`src/rtl/hir_bram_pkg.sv`:
```
`default_nettype none
// ============================================================================
// hir_bram_pkg
//   Shared constants and helpers for the block-RAM port front-ends.
//   Rev 1.0 - initial release
// ============================================================================
package hir_bram_pkg;

    // Read latency of the attached RAM: data appears one edge after en.
    localparam int RD_LATENCY = 1;

    // Word-address width for a RAM of the given depth (at least one bit).
    function automatic int addr_width(input int size);
        return (size > 1) ? $clog2(size) : 1;
    endfunction

endpackage
`default_nettype wire

```
`src/rtl/hir_sync_fifo.sv`:
```
`default_nettype none
// ============================================================================
// hir_sync_fifo
//   Single-clock FIFO, power-of-2 depth, head entry read straight from the
//   storage registers so the output is stable while not popped.
//   Rev 1.0 - initial release
// ============================================================================
module hir_sync_fifo #(
    parameter int WIDTH = 8,
    parameter int DEPTH = 4
) (
    input  logic             clk,
    input  logic             rst_n,
    input  logic             push,
    input  logic [WIDTH-1:0] din,
    input  logic             pop,
    output logic [WIDTH-1:0] dout,
    output logic             full,
    output logic             empty
);

    localparam int c_ptr_w = (DEPTH > 1) ? $clog2(DEPTH) : 1;
    localparam logic [c_ptr_w-1:0] c_ptr_one = 1;
    localparam logic [c_ptr_w:0]   c_cnt_one = 1;
    localparam logic [c_ptr_w:0]   c_cnt_max = DEPTH;

    logic [WIDTH-1:0]   r_mem [DEPTH];
    logic [c_ptr_w-1:0] r_wr_ptr;
    logic [c_ptr_w-1:0] r_rd_ptr;
    logic [c_ptr_w:0]   r_count;
    logic               w_push;
    logic               w_pop;

    // Storage is protected against overflow/underflow even if the caller misbehaves.
    assign w_push = push && !full;
    assign w_pop  = pop && !empty;

    assign full  = (r_count == c_cnt_max);
    assign empty = (r_count == '0);
    assign dout  = r_mem[r_rd_ptr];

    // Data storage: no reset, contents are only meaningful below the count.
    always_ff @(posedge clk) begin
        if (w_push) begin
            r_mem[r_wr_ptr] <= din;
        end
    end

    // Pointers wrap naturally modulo DEPTH; occupancy tracks push minus pop.
    always_ff @(posedge clk) begin
        if (!rst_n) begin
            r_wr_ptr <= '0;
            r_rd_ptr <= '0;
            r_count  <= '0;
        end else begin
            if (w_push) begin
                r_wr_ptr <= r_wr_ptr + c_ptr_one;
            end
            if (w_pop) begin
                r_rd_ptr <= r_rd_ptr + c_ptr_one;
            end
            if (w_push && !w_pop) begin
                r_count <= r_count + c_cnt_one;
            end else if (w_pop && !w_push) begin
                r_count <= r_count - c_cnt_one;
            end
        end
    end

endmodule
`default_nettype wire

```
`src/rtl/bram_port_req_ctrl.sv`:
```
`default_nettype none
// ============================================================================
// bram_port_req_ctrl
//   Valid/ready request front-end for one port of a read-first block RAM.
//   Drives en/we/addr/di directly from accepted requests, captures read data
//   into a response FIFO, and credit-limits reads so the FIFO cannot overflow.
//   Rev 1.0 - initial release
// ============================================================================
module bram_port_req_ctrl
    import hir_bram_pkg::*;
#(
    parameter int SIZE      = 1024,
    parameter int WIDTH     = 256,
    parameter int RSP_DEPTH = 4
) (
    input  logic                        clk,
    input  logic                        rst_n,
    input  logic                        req_valid,
    output logic                        req_ready,
    input  logic                        req_we,
    input  logic [addr_width(SIZE)-1:0] req_addr,
    input  logic [WIDTH-1:0]            req_data,
    output logic                        rsp_valid,
    input  logic                        rsp_ready,
    output logic [WIDTH-1:0]            rsp_data,
    output logic                        bram_en,
    output logic                        bram_we,
    output logic [addr_width(SIZE)-1:0] bram_addr,
    output logic [WIDTH-1:0]            bram_di,
    input  logic [WIDTH-1:0]            bram_do
);

    localparam int                  c_pend_w   = $clog2(RSP_DEPTH) + 1;
    localparam logic [c_pend_w-1:0] c_pend_max = RSP_DEPTH;
    localparam logic [c_pend_w-1:0] c_pend_one = 1;

    logic [c_pend_w-1:0]   r_pending;
    logic [RD_LATENCY-1:0] r_rd_pipe;
    logic                  w_accept;
    logic                  w_rd_accept;
    logic                  w_pop;
    logic                  w_push;
    logic                  w_fifo_full;
    logic                  w_fifo_empty;

    // Ready depends only on the credit register (and reset), never on this cycle's request.
    assign req_ready   = rst_n && (r_pending < c_pend_max);
    assign w_accept    = req_valid && req_ready;
    assign w_rd_accept = w_accept && !req_we;

    assign bram_en   = w_accept;
    assign bram_we   = w_accept && req_we;
    assign bram_addr = req_addr;
    assign bram_di   = req_data;

    assign rsp_valid = rst_n && !w_fifo_empty;
    assign w_pop     = rsp_valid && rsp_ready;
    assign w_push    = r_rd_pipe[RD_LATENCY-1];

    // Credit counter: reads accepted but not yet handed to the consumer.
    always_ff @(posedge clk) begin
        if (!rst_n) begin
            r_pending <= '0;
        end else if (w_rd_accept && !w_pop) begin
            r_pending <= r_pending + c_pend_one;
        end else if (w_pop && !w_rd_accept) begin
            r_pending <= r_pending - c_pend_one;
        end
    end

    // Tracks reads travelling through the RAM so their data is captured on arrival.
    always_ff @(posedge clk) begin
        if (!rst_n) begin
            r_rd_pipe <= '0;
        end else begin
            r_rd_pipe[0] <= w_rd_accept;
            for (int i = 1; i < RD_LATENCY; i++) begin
                r_rd_pipe[i] <= r_rd_pipe[i-1];
            end
        end
    end

    // Credits bound FIFO occupancy, so a push into a full FIFO means broken accounting.
    always_ff @(posedge clk) begin
        if (rst_n) begin
            assert (!(w_push && w_fifo_full))
                else $error("response FIFO push while full");
        end
    end

    hir_sync_fifo #(
        .WIDTH (WIDTH),
        .DEPTH (RSP_DEPTH)
    ) u_rsp_fifo (
        .clk   (clk),
        .rst_n (rst_n),
        .push  (w_push),
        .din   (bram_do),
        .pop   (w_pop),
        .dout  (rsp_data),
        .full  (w_fifo_full),
        .empty (w_fifo_empty)
    );

endmodule
`default_nettype wire
```
`config.mk`:
```
export PLATFORM = sky130hd
export DESIGN_NAME = bram_port_req_ctrl
export DESIGN_NICKNAME = d
export VERILOG_FILES = /design/src/rtl/hir_bram_pkg.sv /design/src/rtl/hir_sync_fifo.sv /design/src/rtl/bram_port_req_ctrl.sv
export SDC_FILE = /design/constraint.sdc
export NUM_CORES = 1
export LEC_CHECK = 0
export BUFFER_PORTS_ARGS = -buffer_cell sky130_fd_sc_hd__clkbuf_2
export CAP_MARGIN = 20
export CORE_AREA = 2 2 406 408
export DETAILED_ROUTE_END_ITERATION = 6
export DIE_AREA = 0 0 408 410
export HOLD_SLACK_MARGIN = 0.03
export PLACE_DENSITY = 0.53
export REMOVE_ABC_BUFFERS = 1
export SETUP_SLACK_MARGIN = 0.1
export SYNTH_ARGS = -nofsm -noshare
export SYNTH_HDL_FRONTEND = slang
export SYNTH_SLANG_ARGS = --single-unit
```
`constraint.sdc`:
```
create_clock -name clk -period 13.62 [get_ports clk]
set_clock_uncertainty 0.1 [all_clocks]
set_input_delay 0.681 -clock clk [delete_from_list [all_inputs] [get_ports clk]]
set_output_delay 0.681 -clock clk [all_outputs]
set_load 0.01 [all_outputs]
```
; ---- Word level (Yosys, flattened, before mapping)
; Memory sizes are Yosys's and may differ from the RTL's. A register that Yosys moved wholly into a read port is not among the register bits.
; Index checks and enable logic that the tools add are counted.
[word_totals]
ram_bits = 1024
mem_count = 1
word_cells = 44
ff_bits = 11
out_inout_bits = 526
inputBits = 527
[mem_list]
columns = memory, depth, word_bits, read_ports, rd_ports_with_merged_regs, wr, line_no
row1 = u_rsp_fifo.r_mem, 4, 256, 1, 1, 1, hir_sync_fifo.sv:27  ; logic [WIDTH-1:0] r_mem [DEPTH];
[op_classes]
n_mux = 8
eq_ne = 1
reduce_logical = 22
magnitude_cmp = 1
n_addsub = 6
[op_table]
columns = operator, n
row1 = $logic_and A1 B1 Y1, 12
row2 = $mux W3, 4
row3 = $logic_not A1 Y1, 7
row4 = $add A3 B1 Y3 const B, 2
row5 = $sub A3 B1 Y3 const B, 2
row6 = $add A2 B1 Y2 const B, 2
row7 = $mux W2, 2
row8 = $reduce_bool A2 Y1, 2
row9 = $eq A3 B3 Y1 const B, 1
row10 = $logic_not A3 Y1, 1
row11 = $lt A3 B3 Y1 const B, 1
row12 = $mux W1, 2

; ---- Longest topological paths before layout
; Gate-level depths: netlist (run 1).
[depth]
depth_word = 8
depth_mapped = 9
ltp_nobuf = 9

; ---- By module
; Synthesis (run 1) repeated with hierarchy kept, for this count alone.
[hier_totals]
hier_cells = 1674
hier_area_um2 = 39875.7
[by_module_without_submodules]
columns = mod, n_inst, area_each_um2, seq_area_each_um2, cells_per_inst
row1 = hir_sync_fifo, 1, 37657.4, 30929.7, 1385
row2 = bram_port_req_ctrl, 1, 2218.4, 80.1, 289

; ---- Worst setup path before layout (run 1)
; No wires, ideal clock.
[synth_timing]
kind = reg2reg
from = register u_rsp_fifo.r_count[0]
to = memory u_rsp_fifo.r_mem[0][0], enable pin
slack_ns = 6.183
stages_incl_launch_ff = 4
arrival_ns = 6.688
setup_ns = 0.649
path_buffers = 0
required_time_ns = 12.871
synth_period_minus_slack_ns = 7.437
path_cell_list = dfxtp_1 > nor2_1 > a21boi_1 > and2_1
[synth_via]
elab_chain_len = 5
[synth_lines]
columns = element, line_no
row1 = from (decl), hir_sync_fifo.sv:30  ; logic [c_ptr_w:0] r_count;
row2 = from (signal assigned), hir_sync_fifo.sv:63  ; r_count <= r_count + c_cnt_one;
row3 = from (signal assigned), hir_sync_fifo.sv:65  ; r_count <= r_count - c_cnt_one;
row4 = $eq A3 B3 Y1, hir_sync_fifo.sv:38  ; assign full = (r_count == c_cnt_max);
row5 = $logic_not A1 Y1, hir_sync_fifo.sv:35  ; assign w_push = push && !full;
row6 = $logic_and A1 B1 Y1, hir_sync_fifo.sv:35
row7 = named net u_rsp_fifo.w_push, hir_sync_fifo.sv:31  ; logic w_push;
row8 = $mux W1, hir_sync_fifo.sv:44  ; if (w_push) begin
row9 = $mux W1 (not written as such), hir_sync_fifo.sv:45  ; r_mem[r_wr_ptr] <= din;
row10 = to (decl), hir_sync_fifo.sv:27
; The timed path passes the listed nets, and every way through them passes these cells.

==> out/summary.txt, run 1 <==
Status - completed
Adder-Cell Fraction of Synth Area - 0.289%
Maximum fanout along the worst path - 46
EDFF count, synth - 1024
Largest stage delay, worst path - 890 ps
DR iter-0 viols - 1635
Most common cell in the synthesized netlist - edfxtp_1
Sequential element share of the synthesized area - 77.8%
Final nets - 2783
DRC - 0
Gr ovfl total - 0
Gate Count Post-Synth - 1671
Top cell type's share of synthesized area - 77.2%
HPWL after DPL - 144 mm
Vias per cell - 4.38
Area Growth Syn to Fin - 22.7%
Synth area leaders - edfxtp_1, mux4_2, buf_4
CTS Buffer Depth - 3
Setup violators final - 0
Syn_area_per_cell - 23.9 um^2
Switching power - 0.00192 W
Int Pwr - 0.00585 W
CTS Sinks - 1037
GPL Wtd Cong - 0.848
Reg2Reg Setup Slack - 9400 ps
Net Sw Frac - 24.7%
Actual slew at the worst max-slew pin - 1040 ps
Fin crit share - 36.5%
Layout cell share with drive strength beyond 1 - 41.5%
Worst hold path type - input pin to flip-flop
Leakage - 16.0 nW
Critical Path End Type - output port
First-pass GRT wire length - 237 mm
Core Footprint - 163000 um^2
Drt total wl - 189 mm
Crit path time final - 4970 ps
Setup TNS - 0 ps
Overall Power - 0.00776 W
Clock-pin transition on the worst setup and hold timing paths - 60 ps
Hold_sp - bram_do[159]
Seq cells post-synth - 1037
Buffers & Inverters on Critical Path - 3
PwrDens - 159 nW/um^2
Yosys Warn Count - 0
RR Endpoint - u_rsp_fifo.r_mem[0][168]$_DFFE_PP_
Vias in the first global route - 20500
Clk Tree Root Cell - clkbuf_16
Cts hold-fix bufs - 242
Slew HR - 30.4%
DR pass1 iterations - 7
Die Wd - 408 um
Simple-gate share of the synthesized area - 0.333%
All-layer global routing usage - 22.4%
Synth Area in XOR/XNOR - 0.0879%
Mux contribution to synthesized area - 14.6%
Total of max-cap violations - 0
Cell chain of the critical path - buf_4 -> buf_4 -> mux4_2 -> clkbuf_2
Ys flop type - edfxtp_1
Postcts setup bufs - 0
R2R cell count - 5
Vias - 19900
Setup CP Type - flip-flop to output port
Synth cell count leaders - edfxtp_1, buf_4, mux4_2
Initial Util - 24.4%
VDD IR max - 0.000131 V
Synthesized cell area - 39900 um^2
Gate power share - 14.1%
WHS Endpoint - u_rsp_fifo.r_mem[0][159]$_DFFE_PP_
Unrepaired setup endpoints after global routing - false
Largest net degree at the start of global routing - 114
Library cells used by synthesis - 27
Final slew viol count - 0
Worst endpoint required time - 12840 ps
Kind of cell adding the most delay to the critical path - buffers and inverters
DIE AREA - 167000 um^2
Initial antenna violation count - 39
CTS tree - done
TritonCTS buffer count - 113
R2r startpoint - u_rsp_fifo.r_count[0]$_SDFFE_PN0P_
Post-route antenna net violation count - 0
Crit path DAT - 4190 ps
H-tree Lvls - 3
Resized cells post-CTS - 0
Largest family of logic cells by synthesized area - multiplexers
Most common cell type on the critical path - buf_4
I/O Buffers - 520
Final Hold Fails - 0
Wire length per cell - 41.7 um
Crit-path slowest cell - dfxtp_4
Synth area leader - edfxtp_1
Clock Latency Late Sink - 730 ps
Hold Crit Depth - 1
Fraction of registers with async set/reset - 0%
Fmax - 201 MHz
Synth Area in Compound Gates - 0.104%
Die height - 410 um
Site row count - 149
Num ports - 1053
Clock power frac - 39.3%
Critical Path Source Type - flip-flop
Reg power frac - 46.6%
Fin util - 29.9%
[power groups by stage]
stage / logic, W / registers, W / clock network, W
2_1_floorplan: 0.000668 / 0.00379 / 0
5_1_grt: 0.00118 / 0.00363 / 0.00325
4_1_cts: 0.00113 / 0.00362 / 0.00313
3_3_place_gp: 0.00105 / 0.00369 / 0
6_report: 0.00110 / 0.00362 / 0.00305
3_5_place_dp: 0.00105 / 0.00369 / 0
[cell type report]
| cell class | instances | area, um^2 |
|---|---|---|
| clock buffers | 134 | 2930 |
| inverters | 4 | 15.0 |
| repair buffers | 786 | 5240 |
| fillers | 15900 | 115000 |
| flip-flops and latches | 1037 | 31000 |
| clock inverters | 71 | 763 |
| well taps | 2189 | 2740 |
| diodes | 15 | 37.5 |
| multi-input cells | 306 | 6170 |
[registers in the layout (all words and copies together), names as in the netlist, named ones only]
signal and flops:
u_rsp_fifo.r_count 3, r_rd_pipe 1, r_pending 3, u_rsp_fifo.r_mem 1024, u_rsp_fifo.r_rd_ptr 2, u_rsp_fifo.r_wr_ptr 2
[placed cells by master (no fill, tap or decap), types with 3 or more instances in the layout]
cell / instances
bufinv_16: 12
clkinv_2: 21
and2_4: 4
mux2i_1: 7
inv_1: 4
clkbuf_2: 520
clkinvlp_4: 5
nor2b_1: 5
clkbuf_16: 114
edfxtp_1: 1024
inv_6: 3
ha_1: 6
diode_2: 15
clkinv_1: 20
dlygate4sd3_1: 242
inv_8: 4
clkbuf_1: 20
and2_1: 3
dfxtp_1: 11
nand2_1: 8
mux4_2: 256
buf_4: 21
buf_12: 3
[through the flow]
step | hold slack [ps] | area, um^2 | setup slack (ps) | instances
floorplan | 327 | 37200 | 1460 | 1347
global placement | 356 | 42800 | 9250 | 4080
detailed placement | 355 | 42800 | 9230 | 4080
CTS | 30.7 | 48900 | 8370 | 4527
global route | 71.5 | 48900 | 8250 | 4536
finish | 124 | 48900 | 8650 | 4542
[worst register-to-register path, stage by stage (launching register included)]
cell and delay [ps]:
dfxtp_1 420, nor2_1 80, a21boi_1 510, and2_4 770, buf_4 960, buf_4 910
[cells by family after synthesis]
logic type | count (synthesis)
AOI/OAI and AO/OA | 6
xor gates and xnor gates | 4
adders and majority gates | 8
buffers and inverters | 328
DFF | 1037
muxes | 263
and+or+nand+nor | 25
[worst max-delay path by stage]
stage | startpoint | endpoint | slack (ps) | cells past startpoint
finish | flip-flop | rsp_data[99] | 8650 | 4
global route | flip-flop | rsp_data[99] | 8250 | 4
CTS | flip-flop | rsp_data[23] | 8370 | 4
detailed placement | flip-flop | rsp_data[23] | 9230 | 4
global placement | flip-flop | rsp_data[188] | 9250 | 4
floorplan | flip-flop | rsp_data[0] | 1460 | 1
[metal layers]
metal / global-route usage, % / up-vias / part of all wire [%]
met5: 15.5 / - / 1.9
met4: 4.68 / 52 / 2.0
met2: 29.1 / 1677 / 38
li1: - / 7835 / -
met1: 21.4 / 10100 / 32
met3: 26.5 / 244 / 25
Note: power is estimated with default switching activity, not from simulation.
==> run 2, diff against run 1 <==
==> constraint.sdc (replaced) <==
create_clock -name clk -period 5.2 [get_ports clk]
set_clock_uncertainty 0.1 [all_clocks]
set_input_delay 0.26 -clock clk [delete_from_list [all_inputs] [get_ports clk]]
set_output_delay 0.26 -clock clk [all_outputs]
set_load 0.01 [all_outputs]
==> run 2 against run 1 <==
  * Cell count up 0.88%
  * Worst setup slack got worse by 6800 ps
  * Total power grew to 2.6 times the previous value
  * Clock power is 150% higher
  * Hold slack better by 58 ps
  * Critical path type unchanged
  * Critical endpoint is now rsp_data[40]
  * Routed wire length up 2.3%
  * Sequential cell count unchanged
  * Clock-buffer cell count is 7 higher
  * Combinational power grew to 2.7 times the previous value
  * Sequential share of layout area decreased by 0.42 points
  * Via count increased by 2.4%
==> out/summary.txt, run 2 (synthesis gave the netlist of run 1 again) <==
GPL Wtd Cong - 0.847 (-0.13%)
Crit path DAT - 3040 ps (-1150 ps)
Vias in the first global route - 20200 (-1.2%)
Wire length per cell - 42.3 um (+1.4%)
CTS tree - done
Total of max-cap violations - 0 (unchanged)
CTS Buffer Depth - 3 (unchanged)
Critical Path Source Type - flip-flop
Post-route antenna net violation count - 0 (unchanged)
Fmax - 294 MHz
Status - completed
Core Footprint - 163000 um^2 (unchanged)
First-pass GRT wire length - 240 mm (+1.3%)
Vias - 20400 (+2.4%)
Final Hold Fails - 0 (unchanged)
DR iter-0 viols - 1776 (+8.6%)
Commonest non-fill, non-tap cell in the layout - edfxtp_1
Slew HR - 36.5% (+6.1 points)
Setup CP Type - flip-flop to output port
Clock-pin transition on the worst setup and hold timing paths - 60 ps (about the same)
Fin worst setup slack - 1800 ps (-6850 ps)
Clock power frac - 38.0% (-1.3 points)
Area Growth Syn to Fin - 23.5%
Die Wd - 408 um (unchanged)
Design Area, Final - 49200 um^2 (+0.66%)
Vias per cell - 4.45 (+1.5%)
Site row count - 149 (unchanged)
Worst hold path type - input pin to flip-flop
Initial Util - 24.4% (unchanged)
Layout cell share with drive strength beyond 1 - 41.4% (-0.097 points)
Switching power - 0.00504 W (+160%)
Int Pwr - 0.0150 W (+160%)
Setup violators final - 0 (unchanged)
Post-DP Area - 43000 um^2 (+0.67%)
DIE AREA - 167000 um^2 (unchanged)
PwrDens - 408 nW/um^2 (+160%)
Clk Tree Root Cell - clkbuf_16
H-tree Lvls - 3 (unchanged)
Final nets - 2813 (+1.1%)
Net Sw Frac - 25.1% (+0.45 points)
Overall Power - 0.0201 W (+160%)
Largest net degree at the start of global routing - 81 (-29%)
R2R cell count - 4 (-1)
Postcts setup bufs - 0 (unchanged)
Leakage - 16.1 nW (+0.70%)
Fin crit share - 65.3%
Reg power frac - 47.2% (+0.6 points)
All-layer global routing usage - 22.7% (+0.35 points)
Worst endpoint required time - 4840 ps (-8000 ps)
I/O Buffers - 520 (unchanged)
Gate power share - 14.8% (+0.7 points)
VDD IR max - 0.000299 V (+130%)
Initial antenna violation count - 48 (+23%)
Maximum fanout along the worst path - 37 (-20%)
CTS Sinks - 1037 (unchanged)
Largest regs - u_rsp_fifo.r_mem: 1024 flops, r_pending: 3 flops, u_rsp_fifo.r_count: 3 flops
Hold Crit Depth - 2 (+1)
Num ports - 1053 (unchanged)
Most frequent cells in the layout - edfxtp_1, clkbuf_2, dlygate4sd3_1, mux4_2, clkbuf_16
Unrepaired setup endpoints after global routing - false
Drt total wl - 194 mm (+2.3%)
Critical Path End Type - output port
Final slew viol count - 0 (unchanged)
Die height - 410 um (unchanged)
DRC - 0 (unchanged)
TritonCTS buffer count - 111 (-1.8%)
Biggest register - u_rsp_fifo.r_mem
Crit path time final - 3400 ps
Gr ovfl total - 0 (unchanged)
HPWL after DPL - 148 mm (+2.8%)
Clock Latency Late Sink - 700 ps (-30 ps)
Max FFs per register - 1024 (unchanged)
DR pass1 iterations - 5 (-2)
Actual slew at the worst max-slew pin - 953 ps (-90.9 ps)
Pre-CTS setup slack - 2250 ps (-6980 ps)
run 2: critical path: stages, from the launching register on:
cell and delay [ps]:
dfxtp_4 910, buf_4 590, mux4_2 620, clkbuf_2 150
run 2: path summary, 6_finish.rpt:
| kind | slack, ps | from | end |
|---|---|---|---|
| max | 1800 | flip-flop | rsp_data[40] |
| min | 180 | bram_do[85] | u_rsp_fifo.r_mem[3][85]$_DFFE_PP_ |
| max reg2reg | 2320 | u_rsp_fifo.r_count[0]$_SDFFE_PN0P_ | u_rsp_fifo.r_mem[0][146]$_DFFE_PP_ |
| min reg2reg | 390 | u_rsp_fifo.r_rd_ptr[0]$_SDFFE_PN0P_ | flip-flop |
run 2: layer usage:
| layer | track usage [%] | part of all wire, % | wire length, um |
|---|---|---|---|
| met1 | 22.7 | 34 | 65500 |
| met2 | 30.0 | 39 | 75100 |
| met3 | 25.2 | 23 | 45300 |
| met4 | 4.73 | 2.3 | 4550 |
| met5 | 13.9 | 1.7 | 3280 |
run 2: area by class of cell:
class,instances,area [um^2]
multi-input cells,306,6170
clock inverters,64,526
well taps,2189,2740
repair buffers,818,5720
diodes,23,57.6
fillers,16000,114000
clock buffers,141,2990
inverters,4,15.0
flip-flops and latches,1037,31000
run 2: stage by stage:
stage | hold WS, ps | util, % | TNS [ps] | instances
global route | 162 | 30.1 | 0 | 4575
floorplan | 232 | - | -3965020 | 1347
CTS | 114 | 30.1 | 0 | 4559
global placement | 328 | 26.3 | 0 | 4093
detailed placement | 338 | 26.3 | 0 | 4093
finish | 182 | 30.1 | 0 | 4582
run 2: repair_timing:
item                                   4_1_cts  5_1_grt
endpoints found under the hold margin     1037        0
hold buffers                               261        0
resized for setup                            0        0
run 2: power groups by stage:
stage               clock network, W  registers [W]  logic [W]
floorplan                          0        0.00990    0.00167
global placement                   0        0.00966    0.00282
detailed placement                 0        0.00966    0.00282
CTS                          0.00783        0.00949    0.00304
global route                 0.00812        0.00950    0.00318
finish                       0.00762        0.00948    0.00297
==> run 3, diff against run 2 <==
--- a/config.mk
+++ b/config.mk
@@ -5,11 +5,12 @@
 export SDC_FILE = /design/constraint.sdc
 export NUM_CORES = 1
 export LEC_CHECK = 0
+export ABC_AREA = 1
 export BUFFER_PORTS_ARGS = -buffer_cell sky130_fd_sc_hd__clkbuf_2
 export CAP_MARGIN = 20
-export CORE_AREA = 2 2 406 408
+export CORE_AREA = 2 2 414 416
 export DETAILED_ROUTE_END_ITERATION = 6
-export DIE_AREA = 0 0 408 410
+export DIE_AREA = 0 0 416 418
 export HOLD_SLACK_MARGIN = 0.03
 export PLACE_DENSITY = 0.53
 export REMOVE_ABC_BUFFERS = 1
==> constraint.sdc (replaced) <==
create_clock -name clk -period 3.15 [get_ports clk]
set_clock_uncertainty 0.1 [all_clocks]
set_input_delay 0.1575 -clock clk [delete_from_list [all_inputs] [get_ports clk]]
set_output_delay 0.1575 -clock clk [all_outputs]
set_load 0.01 [all_outputs]
==> run 3 against run 2 <==
  * Clock-buffer cell count grew 4
  * Cell count is 27% higher
  * Sequential power is 64% higher
  * Via count rose by 35%
==> out/summary.txt, run 3 <==
Status - completed
Gate power share - 12.0% (-2.8 points)
Site row count - 151 (+1.3%)
Clk Tree Root Cell - clkbuf_16
GPL Wtd Cong - 0.877 (+3.5%)
Clock-pin transition on the worst setup and hold timing paths - 60 ps (about the same)
Reg power frac - 47.1% (about the same)
Buffers & Inverters on Critical Path - 3 (+1)
Synth area leader - edfxtp_1
Kind of cell adding the most delay to the critical path - buffers and inverters
Die Wd - 416 um (+2.0%)
Clock power frac - 40.9% (+2.9 points)
DIE AREA - 174000 um^2 (+4.0%)
DR iter-0 viols - 2445 (+38%)
Maximum fanout along the worst path - 84 (+130%)
Initial Util - 24.5% (+0.11 points)
Most common cell in the synthesized netlist - edfxtp_1
Crit path DAT - 2730 ps (-310 ps)
Slew HR - 46.7% (+10 points)
EDFF count, synth - 1024 (unchanged)
Final nets - 4032 (+43%)
Clock Latency Late Sink - 780 ps (+80 ps)
Final Hold Fails - 0 (unchanged)
Actual slew at the worst max-slew pin - 800 ps (-153 ps)
CTS Buffer Depth - 3 (unchanged)
Critical Path Source Type - flip-flop
Die height - 418 um (+2.0%)
Final slew viol count - 0 (unchanged)
Synthesized cell area - 41400 um^2 (+3.9%)
Most frequent cells in the layout - edfxtp_1, clkbuf_2, o21ai_0, nor2_1, dlygate4sd3_1
Most common cell type on the critical path - buf_12
Num ports - 1053 (unchanged)
Layout cell share with drive strength beyond 1 - 26.7% (-15 points)
Fin crit share - 94.8%
Setup CP Type - flip-flop to output port
Sequential element share of the synthesized area - 74.9% (-2.9 points)
I/O Buffers - 520 (unchanged)
Seq cells post-synth - 1037 (unchanged)
Ys flop type - edfxtp_1
DR pass1 iterations - 6 (+1)
Vias - 27600 (+35%)
Synth cell count leaders - edfxtp_1, o21ai_0, nor2_1
Library cells used by synthesis - 23 (-15%)
Top cell type's share of synthesized area - 74.3% (-2.9 points)
VDD IR max - 0.000527 V (+76%)
Yosys Warn Count - 0 (unchanged)
TritonCTS buffer count - 115 (+3.6%)
Fmax - 335 MHz
Worst endpoint required time - 2890 ps (-1950 ps)
Fraction of registers with async set/reset - 0% (unchanged)
Switching power - 0.00831 W (+65%)
CTS tree - done
Wire length per cell - 36.3 um (-14%)
First-pass GRT wire length - 265 mm (+10%)
H-tree Lvls - 3 (unchanged)
Layout filler cell count - 16700 (+4.7%)
Leakage - 18.1 nW (+12%)
HPWL after DPL - 156 mm (+5.5%)
Synth area leaders - edfxtp_1, o21ai_0, buf_4
PwrDens - 626 nW/um^2 (+54%)
Largest regs - u_rsp_fifo.r_mem: 1024 flops, r_pending: 3 flops, u_rsp_fifo.r_count: 3 flops
Drt total wl - 211 mm (+8.8%)
Biggest register - u_rsp_fifo.r_mem
Critical Path End Type - output port
Core Footprint - 169000 um^2 (+3.4%)
Gr ovfl total - 0 (unchanged)
All-layer global routing usage - 23.5% (+0.75 points)
Setup TNS - 0 ps (unchanged)
Vias per cell - 4.74 (+6.6%)
Net Sw Frac - 25.2% (+0.078 points)
Unrepaired setup endpoints after global routing - true
Gate Count Post-Synth - 2839 (+70%)
Setup violators final - 0 (unchanged)
Largest stage delay, worst path - 540 ps (-370 ps)
Largest net degree at the start of global routing - 127 (+57%)
Post-route antenna net violation count - 0 (unchanged)
Vias in the first global route - 25800 (+28%)
Crit path time final - 2990 ps
Initial antenna violation count - 12 (-75%)
Post-placement cell count - 5206 (+27%)
Syn_area_per_cell - 14.6 um^2 (-39%)
Int Pwr - 0.0247 W (+64%)
CTS Sinks - 1037 (unchanged)
Crit-path slowest cell - dfxtp_4
Post-Layout Cell Count - 5814 (+27%)
Area Growth Syn to Fin - 27.2%
Commonest non-fill, non-tap cell in the layout - edfxtp_1
Max FFs per register - 1024 (unchanged)
Total of max-cap violations - 0 (unchanged)
Cell chain of the critical path - buf_12 -> buf_12 -> o21ai_0 -> o22ai_1 -> clkbuf_2
Worst hold path type - input pin to flip-flop
DRC - 0 (unchanged)
[run 3: cell types whose count changed in the layout (fill, tap and decap cells not counted), moves of 20 or more]
cell / delta
mux4_2: -256
nor2_1: +433
buf_12: +20
dlygate4sd3_1: +129
o22ai_1: +154
o22ai_2: +102
nor2_2: +100
o21ai_0: +506
[run 3: per-stage QoR]
step / hold WS, ps / power [W] / setup slack (ps) / cell area (um^2) / utilization, %
floorplan: 130 / 0.0177 / -14570 / 38400 / -
finish: 83.0 / 0.0330 / 163 / 52700 / 31.1
global placement: 216 / 0.0193 / 840 / 44800 / 26.5
detailed placement: 216 / 0.0193 / 868 / 44800 / 26.5
CTS: 30.9 / 0.0333 / 94.9 / 52600 / 31.1
global route: 56.6 / 0.0341 / 43.2 / 52700 / 31.1
[run 3: area by class of cell]
class,instances,area [um^2],area share (%)
antenna,6,15.0,0.0285
clock buffer,145,2990,5.68
clock inverter,65,806,1.53
inverter,21,108,0.204
multi-input combinational,1345,7360,14.0
sequential,1037,31000,58.9
tap,2218,2780,5.27
timing repair buffer,977,7590,14.4
[run 3: worst paths after layout]
kind,startpoint,endpoint,slack [ps],depth (start not counted)
worst max-delay path,flip-flop,rsp_data[200],160,5
worst min-delay path,bram_do[206],u_rsp_fifo.r_mem[2][206]$_DFFE_PP_,80,2
worst max register to register,u_rsp_fifo.r_count[0]$_SDFFE_PN0P_,r_pending[2]$_SDFFE_PN0P_,360,12
worst min register to register,r_pending[1]$_SDFFE_PN0P_,r_pending[1]$_SDFFE_PN0P_,430,2
[run 3: cells by family (layout without fill, tap and decap cells)]
| kind of cell | Yosys count | count (layout) | share of synthesized area [%] |
|---|---|---|---|
| DFF | 1037 | 1037 | 74.9 |
| AOI/OAI and AO/OA | 775 | 775 | 11.7 |
| and+or+nand+nor | 560 | 560 | 5.70 |
| buffers and inverters | 457 | 1208 | 7.44 |
| adders and majority gates | 8 | 8 | 0.278 |
| xor gates and xnor gates | 2 | 2 | 0.0423 |
| other | 0 | 6 | 0 |
[run 3: what timing repair did]
item | in CTS | in global routing
pin swaps | 0 | 0
hold endpoints to repair | 1037 | 0
hold buffers | 390 | 0
resized for setup | 3 | 5
cloned | 1 | 1
endpoints found under the setup margin | 26 | 40
buffers inserted | 0 | 0
[run 3: routing by layer]
metal	global-route usage [%]	vias up	wire [um]
met4	10.8	30	10800
li1	-	11600	-
met1	21.6	13600	66900
met5	13.4	-	3170
met2	30.9	1923	81200
met3	25.6	351	48800
[run 3: worst reg2reg max path, delay by kind of cell (launching register included)]
| family | cells | cell delay [ps] |
|---|---|---|
| adders and majority gates | 2 | 540 |
| buffers and inverters | 2 | 640 |
| DFF | 1 | 350 |
| and+or+nand+nor | 8 | 1070 |
[run 3: power groups by stage]
stage                     clock network (W)  logic (W)  registers, W
final                                0.0135    0.00394        0.0155
after global routing                 0.0143    0.00425        0.0156
after CTS                            0.0138    0.00397        0.0155
after detailed placement                  0    0.00350        0.0158
after global placement                    0    0.00348        0.0158
after floorplan                           0    0.00162        0.0161
